==> src/rtl/mldsa_seq_pc_gen.sv <==
// mldsa_seq_pc_gen - sequencer program-address generator.
//
// Walks a subroutine from a latched start address to a latched end address
// (inclusive), issuing one address per non-stalled cycle on the en/addr
// interface consumed by the sequencer ROMs and their debug decoders.
// In-range jumps, abort, stall and range-error reporting are supported.
//
// Parameters:
//   ADDR_W  program address width (equals MLDSA_PROG_ADDR_W)
//   CNT_W   width of the saturating step counter
//
// Ports:
//   clk, rst        clock, synchronous active-high reset
//   start_i         start request (sampled only in IDLE)
//   start_addr_i    first address, sampled with start_i
//   end_addr_i      last address (inclusive), sampled with start_i
//   stall_i         hold the current address
//   jump_i          jump request, held by the requester until accepted
//   jump_addr_i     jump target
//   abort_i         terminate the walk without done
//   en_o, addr_o    address valid / program address
//   busy_o          high while walking
//   done_o          one-cycle pulse on normal completion
//   err_o           sticky range error, cleared by the next accepted start
//   step_cnt_o      accepted steps since the last start
//
// Optional feature macro: MLDSA_SEQ_PC_TRACE_EN
//   Adds a 26-bit free-running cycle counter plus outputs addr_chg_o (pulse
//   when a newly issued address differs from the previously issued one) and
//   chg_cyc_o (cycle count captured at the last such pulse).

module mldsa_seq_pc_gen #(
  parameter int ADDR_W = 10,
  parameter int CNT_W  = 16
) (
  input  logic              clk,
  input  logic              rst,
  input  logic              start_i,
  input  logic [ADDR_W-1:0] start_addr_i,
  input  logic [ADDR_W-1:0] end_addr_i,
  input  logic              stall_i,
  input  logic              jump_i,
  input  logic [ADDR_W-1:0] jump_addr_i,
  input  logic              abort_i,
  output logic              en_o,
  output logic [ADDR_W-1:0] addr_o,
  output logic              busy_o,
  output logic              done_o,
  output logic              err_o,
  output logic [CNT_W-1:0]  step_cnt_o
`ifdef MLDSA_SEQ_PC_TRACE_EN
  ,
  output logic              addr_chg_o,
  output logic [25:0]       chg_cyc_o
`endif
);

  typedef enum logic [1:0] {
    ST_IDLE = 2'd0,
    ST_RUN  = 2'd1,
    ST_DONE = 2'd2,
    ST_ERR  = 2'd3
  } state_t;

  state_t              state_r, state_s;
  logic [ADDR_W-1:0]   lo_r, hi_r, lo_s, hi_s;
  logic [ADDR_W-1:0]   addr_r, addr_s;
  logic                en_r, en_s;
  logic                done_r, done_s;
  logic                err_r, err_s;
  logic [CNT_W-1:0]    cnt_r, cnt_s, cnt_inc_s;

  // Saturating increment of the step counter.
  always_comb begin
    if (cnt_r == {CNT_W{1'b1}}) begin
      cnt_inc_s = cnt_r;
    end else begin
      cnt_inc_s = cnt_r + {{(CNT_W-1){1'b0}}, 1'b1};
    end
  end

  // Next-state logic; RUN priority is abort > stall > jump > advance.
  always_comb begin
    state_s = state_r;
    lo_s    = lo_r;
    hi_s    = hi_r;
    addr_s  = addr_r;
    en_s    = en_r;
    done_s  = 1'b0;
    err_s   = err_r;
    cnt_s   = cnt_r;
    case (state_r)
      ST_IDLE: begin
        if (start_i) begin
          if (start_addr_i <= end_addr_i) begin
            lo_s    = start_addr_i;
            hi_s    = end_addr_i;
            addr_s  = start_addr_i;
            en_s    = 1'b1;
            cnt_s   = {CNT_W{1'b0}};
            err_s   = 1'b0;
            state_s = ST_RUN;
          end else begin
            err_s   = 1'b1;
            state_s = ST_ERR;
          end
        end else begin
          state_s = ST_IDLE;
        end
      end
      ST_RUN: begin
        if (abort_i) begin
          en_s    = 1'b0;
          state_s = ST_IDLE;
        end else if (stall_i) begin
          state_s = ST_RUN;
        end else if (jump_i) begin
          if ((jump_addr_i >= lo_r) && (jump_addr_i <= hi_r)) begin
            addr_s = jump_addr_i;
            cnt_s  = cnt_inc_s;
          end else begin
            en_s    = 1'b0;
            err_s   = 1'b1;
            state_s = ST_ERR;
          end
        end else if (addr_r == hi_r) begin
          // End compare precedes the increment, so hi = all ones never wraps.
          en_s    = 1'b0;
          done_s  = 1'b1;
          cnt_s   = cnt_inc_s;
          state_s = ST_DONE;
        end else begin
          addr_s = addr_r + {{(ADDR_W-1){1'b0}}, 1'b1};
          cnt_s  = cnt_inc_s;
        end
      end
      ST_DONE: begin
        state_s = ST_IDLE;
      end
      ST_ERR: begin
        state_s = ST_IDLE;
      end
      default: begin
        en_s    = 1'b0;
        state_s = ST_IDLE;
      end
    endcase
  end

  // State and output registers.
  always_ff @(posedge clk) begin
    if (rst) begin
      state_r <= ST_IDLE;
      lo_r    <= {ADDR_W{1'b0}};
      hi_r    <= {ADDR_W{1'b0}};
      addr_r  <= {ADDR_W{1'b1}};
      en_r    <= 1'b0;
      done_r  <= 1'b0;
      err_r   <= 1'b0;
      cnt_r   <= {CNT_W{1'b0}};
    end else begin
      state_r <= state_s;
      lo_r    <= lo_s;
      hi_r    <= hi_s;
      addr_r  <= addr_s;
      en_r    <= en_s;
      done_r  <= done_s;
      err_r   <= err_s;
      cnt_r   <= cnt_s;
    end
  end

  assign en_o       = en_r;
  assign addr_o     = addr_r;
  assign busy_o     = (state_r == ST_RUN);
  assign done_o     = done_r;
  assign err_o      = err_r;
  assign step_cnt_o = cnt_r;

`ifdef MLDSA_SEQ_PC_TRACE_EN
  logic [25:0]       cyc_r;
  logic [25:0]       chg_cyc_r;
  logic [ADDR_W-1:0] last_addr_r;
  logic              seen_r;
  logic              chg_r;

  // Address-change tracer; seen_r forces a pulse on the first issue after reset.
  always_ff @(posedge clk) begin
    if (rst) begin
      cyc_r       <= 26'd0;
      chg_cyc_r   <= 26'd0;
      last_addr_r <= {ADDR_W{1'b0}};
      seen_r      <= 1'b0;
      chg_r       <= 1'b0;
    end else begin
      cyc_r <= cyc_r + 26'd1;
      if (en_s && (!seen_r || (addr_s != last_addr_r))) begin
        chg_r       <= 1'b1;
        last_addr_r <= addr_s;
        seen_r      <= 1'b1;
        chg_cyc_r   <= cyc_r + 26'd1;
      end else begin
        chg_r <= 1'b0;
      end
    end
  end

  assign addr_chg_o = chg_r;
  assign chg_cyc_o  = chg_cyc_r;
`endif

endmodule
==> config.mk <==
export PLATFORM = sky130hd
export DESIGN_NAME = mldsa_seq_pc_gen
export DESIGN_NICKNAME = d
export VERILOG_FILES = /design/src/rtl/mldsa_seq_pc_gen.sv
export SDC_FILE = /design/constraint.sdc
export NUM_CORES = 1
export LEC_CHECK = 0
export CORE_MARGIN = 2
export CORE_UTILIZATION = 55
export DETAILED_ROUTE_END_ITERATION = 10
export PLACE_DENSITY = 0.83
export SLEW_MARGIN = 15
export SYNTH_ARGS = -nofsm -noshare
export SYNTH_HDL_FRONTEND = slang
export SYNTH_SLANG_ARGS = --single-unit
==> constraint.sdc <==
create_clock -name clk -period 4.2 [get_ports clk]
set_input_delay 0.84 -clock clk [delete_from_list [all_inputs] [get_ports clk]]
set_output_delay 0.84 -clock clk [all_outputs]
set_load 0.01 [all_outputs]
==> results.yml, run 1 <==
grt:
  grt_pass1_vias: 2800
  grt_antenna_before_repair: 0
  grt_max_degree: 44
  grt_usage: 0.255
  grt_pass1_wl_um: 13300
  overflow: 0
die:
  dieHeight_um: 81.8
  start_util: 0.565
  fp.dieArea_um2: 6680
  core_area_um2: 5890
  io_pins: 66
  placementRows: 28
  die_w_um: 81.8
timing:
  maxSlewViolCount: 0
  report.final.hold_viol_count: 0
  fmax_mhz: 274
  setup-violations-final: 0
  fin_crit_ns: 3.65
  fin_crit_sh: 0.869
  max_slew_margin: 0.482
  fin_worst_skew_ns: 0.00935
  tightestPinTransition_ns: 0.777
  rsz0062_at_grt: "false"
  hold-worst-slack_ns: 0.476
  fin_setup_tns_ns: 0
cts:
  insertion_delay_ns: 0.31
  cts_resized: 0
  numCtsBuffers: 5
  cts_buffer_depth: 2
  root_buffer: "clkbuf_8"
  ctsHoldBuffers: 0
  cts_tree: "done"
  h-tree-depth: 2
  cts_sinks: 51
  post-cts-setup-buffers: 0
  clk_pin_slew_ns: 0.09
synth:
  synth_top_cell_area_share: 0.307
  synth_area_um2: 3330
  syn_nets: 494
  synth_seq_cells: 51
  seq_area_frac_synth: 0.307
  ys_warn_count: 0
  avgSynthCellArea_um2: 7.81
  yosysTopAreaCell: "dfxtp_1"
  synth_cells: 426
  synth_cell_types: 41
  synth_area_leaders: "dfxtp_1 31%, ha_1 12%, nor2_1 6.8%"
hold_path:
  holdCritPathClass: "flip-flop to flip-flop"
  min_from: "en_o$_SDFFE_PP0P_"
  holdPathStages: 2
setup_path:
  cp-startpoint: "end_addr_i[5]"
  worstSetupEndpointType: "flip-flop"
  arrival_ns: 3.88
  crit_type: "primary input to flip-flop"
  critPathMaxFanout: 30
  worst-r2r-cell-count: 9
  rr_startpoint: "hi_r[2]$_SDFFE_PP0P_"
  critPathMaxStageDelay_ns: 0.57
  crit_path_frequent_cell: "a21oi_1"
  cp-start-kind: "primary input"
  worstPathRequired_ns: 4.43
  path_cells: "clkdlybuf4s50_1, inv_1, ha_1, a21oi_1, o21ai_1, a2111oi_4, o31ai_1, a211o_1, or4_1, a21oi_1"
  crit_slowest_cell: "or4_1"
routing:
  drt_iter0_markers: 176
  route.vias.total: 3210
  route.detailed.drc: 0
  avgRoutedWirePerCell_um: 15.5
  postRouteAntennaNets: 0
  viasPerCell: 5.77
  drt_wl_total_um: 8640
  dr.pass1.iters: 5
layout:
  final_util: 0.700
  final_cell_mix: "65 x clkdlybuf4s50_1, 60 x nor2_1, 51 x dfxtp_1"
  fillers: 491
  instances_no_fill: 556
  layout.cells.most_common: "clkdlybuf4s50_1"
  n_antenna_cell: 0
  fin_nets: 549
  syn_to_final_growth_pct: 23.9
  drive_gt1_frac: 0.0291
power_and_ir_drop:
  p_leak_uw: 0.00172
  power_uw: 1260
  p_per_area_nw_per_um2: 306
  ir_drop_uv: 186
placed_design:
  placedCellCount: 549
  dp_hpwl_um: 6520
  gp_congestion: 0.904
  port-buffer-count: 65
run_status:
  status: "completed"
job:
  cap_violations: 0
[logic make-up after synthesis]
logic type | after synthesis | share of synthesized area
compound gates | 92 | 0.175
mux | 22 | 0.0662
flops | 51 | 0.307
simple gates | 152 | 0.215
fa+ha+maj | 32 | 0.120
xor+xnor | 18 | 0.0474
buf+inv | 59 | 0.0692
[power by group]
part	switching, uW	internal (uW)
registers	37.3	513
clock network	166	175
logic	194	172
[sequential cells by signal (all words and copies together), names as in the netlist]
register	cells
step_cnt_o	16
addr_o	10
hi_r	10
lo_r	10
state_r	2
done_o	1
en_o	1
err_o	1
[stage by stage]
stage | setup WS, ns | cell area [um^2]
after floorplan | 1.25 | 3330
final | 0.549 | 4120
after global placement | 0.391 | 4020
after global routing | 0.339 | 4120
after CTS | 0.549 | 4120
after detailed placement | 0.236 | 4020
[cell usage after synthesis]
cell and count:
nor2_1 60, dfxtp_1 51, a21oi_1 39, inv_1 37, ha_1 32, nand2_1 31
mux2i_1 22, nand3_1 17, xor2_1 16, o21ai_0 14, clkbuf_1 12, nand4_1 9
a211oi_1 8, or3_1 8, buf_2 7, o31ai_1 6, or4_1 6, o21a_1 5
and3_1 4, a21o_1 3, a221oi_1 3, and2_1 3, and4_1 3, nand2b_1 3
nor4_1 3, o21ai_1 3, a311oi_1 2, buf_1 2, nor2b_1 2, nor3_1 2
o31a_1 2, xnor2_1 2, a2111oi_4 1, a211o_1 1, a21boi_0 1, a31o_2 1
clkinv_1 1, o211ai_1 1, o22ai_1 1, o2bb2ai_1 1, or2_2 1
[worst max-delay path: cells and delay by family]
kind,cells,cell delay (ns)
adder cells (fa/ha/maj),1,0.30
AO/OA/AOI/OAI,6,1.64
AND/OR/NAND/NOR,1,0.57
buffers and inverters,2,0.51
[layer usage]
layer / global-route usage / vias to the layer above / wire (um)
met4: 0.0900 / 0 / 199
li1: - / 1596 / -
met5: 0 / - / 0
met2: 0.378 / 134 / 3760
met3: 0.0495 / 21 / 677
met1: 0.369 / 1459 / 4000
[final cells by class]
type | instances | area, um^2 | area share
multi-input cells | 316 | 2080 | 0.505
clock inverters | 1 | 30.0 | 0.00729
well taps | 75 | 93.8 | 0.0228
inverters | 38 | 143 | 0.0346
clock buffers | 6 | 72.6 | 0.0176
flip-flops and latches | 51 | 1020 | 0.248
repair buffers | 69 | 681 | 0.165
[worst paths after layout]
kind | slack (ns) | to
worst max-delay path | 0.55 | step_cnt_o[8]$_SDFFE_PP0P_
worst min-delay path | 0.48 | en_o$_SDFFE_PP0P_
worst max register to register | 1.18 | step_cnt_o[8]$_SDFFE_PP0P_
worst min register to register | 0.48 | en_o$_SDFFE_PP0P_
Power figures use the tool's default switching activity.
==> inputs of run 2 (changes only) <==
- HOLD_SLACK_MARGIN: unset -> 0.02
==> results of run 2 <==
No change in the layout: final DEF, timing and power equal those of run 1.
==> inputs of run 3 (changes only) <==
- CTS_CLUSTER_SIZE: unset -> 40
- SKIP_CTS_REPAIR_TIMING: unset -> 1
- clock period: 4.2 -> 4.5 ns (I/O delays scaled with it)
==> run 3 against run 2 <==
Compared with the run above:
- hold slack lost 0.0030 ns
- sequential power shrank 6.9%
- final cell count grew 0.18%
- register-to-register slack gained 0.28 ns
- core utilization shrank 0.13 points
- global-route usage grew 0.26 points
- via count grew 1.7%
- worst setup slack gained 0.24 ns
==> results.yml, run 3 (synthesis results as in run 1) <==
placed_design:
  placedCellCount: 549
  dp_hpwl_um: 6520
  gp_congestion: 0.916
  port-buffer-count: 65
layout:
  n_antenna_cell: 0
  fin_nets: 549
  largest_reg_flops: 16
  final_cell_mix: "65 x clkdlybuf4s50_1, 60 x nor2_1, 51 x dfxtp_1"
  instances_no_fill: 557
  layout.cells.most_common: "clkdlybuf4s50_1"
  syn_to_final_growth_pct: 23.6
  drive_gt1_frac: 0.0311
  fillers: 472
grt:
  overflow: 0
  met2_usage: 0.393
  grt_pass1_vias: 2854
  grt_antenna_before_repair: 0
  grt_max_degree: 44
  grt_util_met3: 0.0495
  gr-usage-met1: 0.371
  grt-busiest-layer: "met2"
  grt_usage: 0.258
  grt_pass1_wl_um: 13400
power_and_ir_drop:
  switching_share: 0.325
  p_leak_uw: 0.00172
  ir_drop_uv: 161
  intPower_uw: 767
  power_switching_uw: 369
  p_per_area_nw_per_um2: 276
  p_clk_frac: 0.248
  pwr-share-comb: 0.300
  sequentialPowerShare: 0.452
routing:
  viasPerCell: 5.86
  drt_iter0_markers: 223
  drt_wl_total_um: 8480
  avgRoutedWirePerCell_um: 15.2
  route.vias.total: 3263
  postRouteAntennaNets: 0
  dr.pass1.iters: 5
  route.detailed.drc: 0
timing:
  tightestPinTransition_ns: 0.770
  setup-violations-final: 0
  rsz0062_at_grt: "false"
  max_slew_margin: 0.487
  fin_crit_ns: 3.71
  fin_setup_tns_ns: 0
  maxSlewViolCount: 0
  fmax_mhz: 269
  fin_crit_sh: 0.825
  fin_worst_skew_ns: 0.00606
  report.final.hold_viol_count: 0
setup_path:
  path_cells: "clkdlybuf4s50_1, ha_1, a21oi_1, o21ai_1, a2111oi_4, o31ai_1, a211o_1, or4_1, a21oi_1"
  worstSetupEndpointType: "flip-flop"
  critPathMaxFanout: 30
  worstPathRequired_ns: 4.73
  cp-startpoint: "start_addr_i[5]"
  crit_type: "primary input to flip-flop"
  arrival_ns: 3.95
  r2r_slack_ns: 1.46
  cp-start-kind: "primary input"
  crit_slowest_cell: "or4_1"
  crit_path_frequent_cell: "a21oi_1"
  rr_startpoint: "hi_r[5]$_SDFFE_PP0P_"
  critPathMaxStageDelay_ns: 0.59
cts:
  cts_buffer_depth: 2
  clk_pin_slew_ns: 0.09
  cts_sinks: 51
  cts_tree: "done"
  h-tree-depth: 2
  root_buffer: "clkbuf_8"
  insertion_delay_ns: 0.31
  numCtsBuffers: 5
hold_path:
  holdCritPathClass: "flip-flop to flip-flop"
  min_from: "en_o$_SDFFE_PP0P_"
die:
  fp.dieArea_um2: 6680
  die_w_um: 81.8
  core_area_um2: 5890
  start_util: 0.565
  dieHeight_um: 81.8
  placementRows: 28
  io_pins: 66
job:
  cap_violations: 0
run_status:
  status: "completed"
run 3: cell types whose count changed in the layout (fill, tap and decap cells not counted), sizes merged:
cell	before	now
bufinv	1	0
clkbuf	6	7
clkinv	1	2
run 3: worst paths after layout:
check | endpoint | depth (start not counted)
worst max-delay path | step_cnt_o[8]$_SDFFE_PP0P_ | 9
worst min-delay path | en_o$_SDFFE_PP0P_ | 2
worst max register to register | step_cnt_o[8]$_SDFFE_PP0P_ | 9
worst min register to register | en_o$_SDFFE_PP0P_ | 2
run 3: area by class of cell:
type | instances | area, um^2 | area share
tap | 75 | 93.8 | 0.0228
timing repair buffer | 69 | 681 | 0.166
multi-input combinational | 316 | 2080 | 0.505
sequential | 51 | 1020 | 0.248
inverter | 38 | 143 | 0.0347
clock buffer | 7 | 86.3 | 0.0210
clock inverter | 1 | 8.76 | 0.00213
run 3: metal layers:
metal,share of wire,vias to the layer above
met1,0.46,1510
met5,0,-
met3,0.076,15
met4,0.014,0
li1,-,1602
met2,0.45,136
run 3: power by group through the flow:
| stage | logic [uW] | clock network, uW | registers (uW) |
|---|---|---|---|
| global placement | 325 | 0 | 522 |
| CTS | 339 | 287 | 513 |
| global route | 382 | 301 | 517 |
| detailed placement | 336 | 0 | 523 |
| floorplan | 222 | 0 | 519 |
| finish | 341 | 282 | 513 |
run 3: stage by stage:
step / setup slack (ns) / utilization / cell area (um^2) / total power, uW / hold WS (ns)
floorplan: 1.49 / - / 3330 / 741 / 0.459
global placement: 0.628 / 0.682 / 4020 / 847 / 0.462
detailed placement: 0.499 / 0.682 / 4020 / 859 / 0.462
CTS: 0.809 / 0.699 / 4110 / 1140 / 0.475
global route: 0.557 / 0.699 / 4110 / 1200 / 0.500
finish: 0.786 / 0.699 / 4110 / 1140 / 0.473
run 3: critical path, delay by kind of cell:
kind                     cells  cell delay (ns)
AO/OA/AOI/OAI                6             1.62
adder cells (fa/ha/maj)      1             0.36
buffers and inverters        1             0.46
AND/OR/NAND/NOR              1             0.59
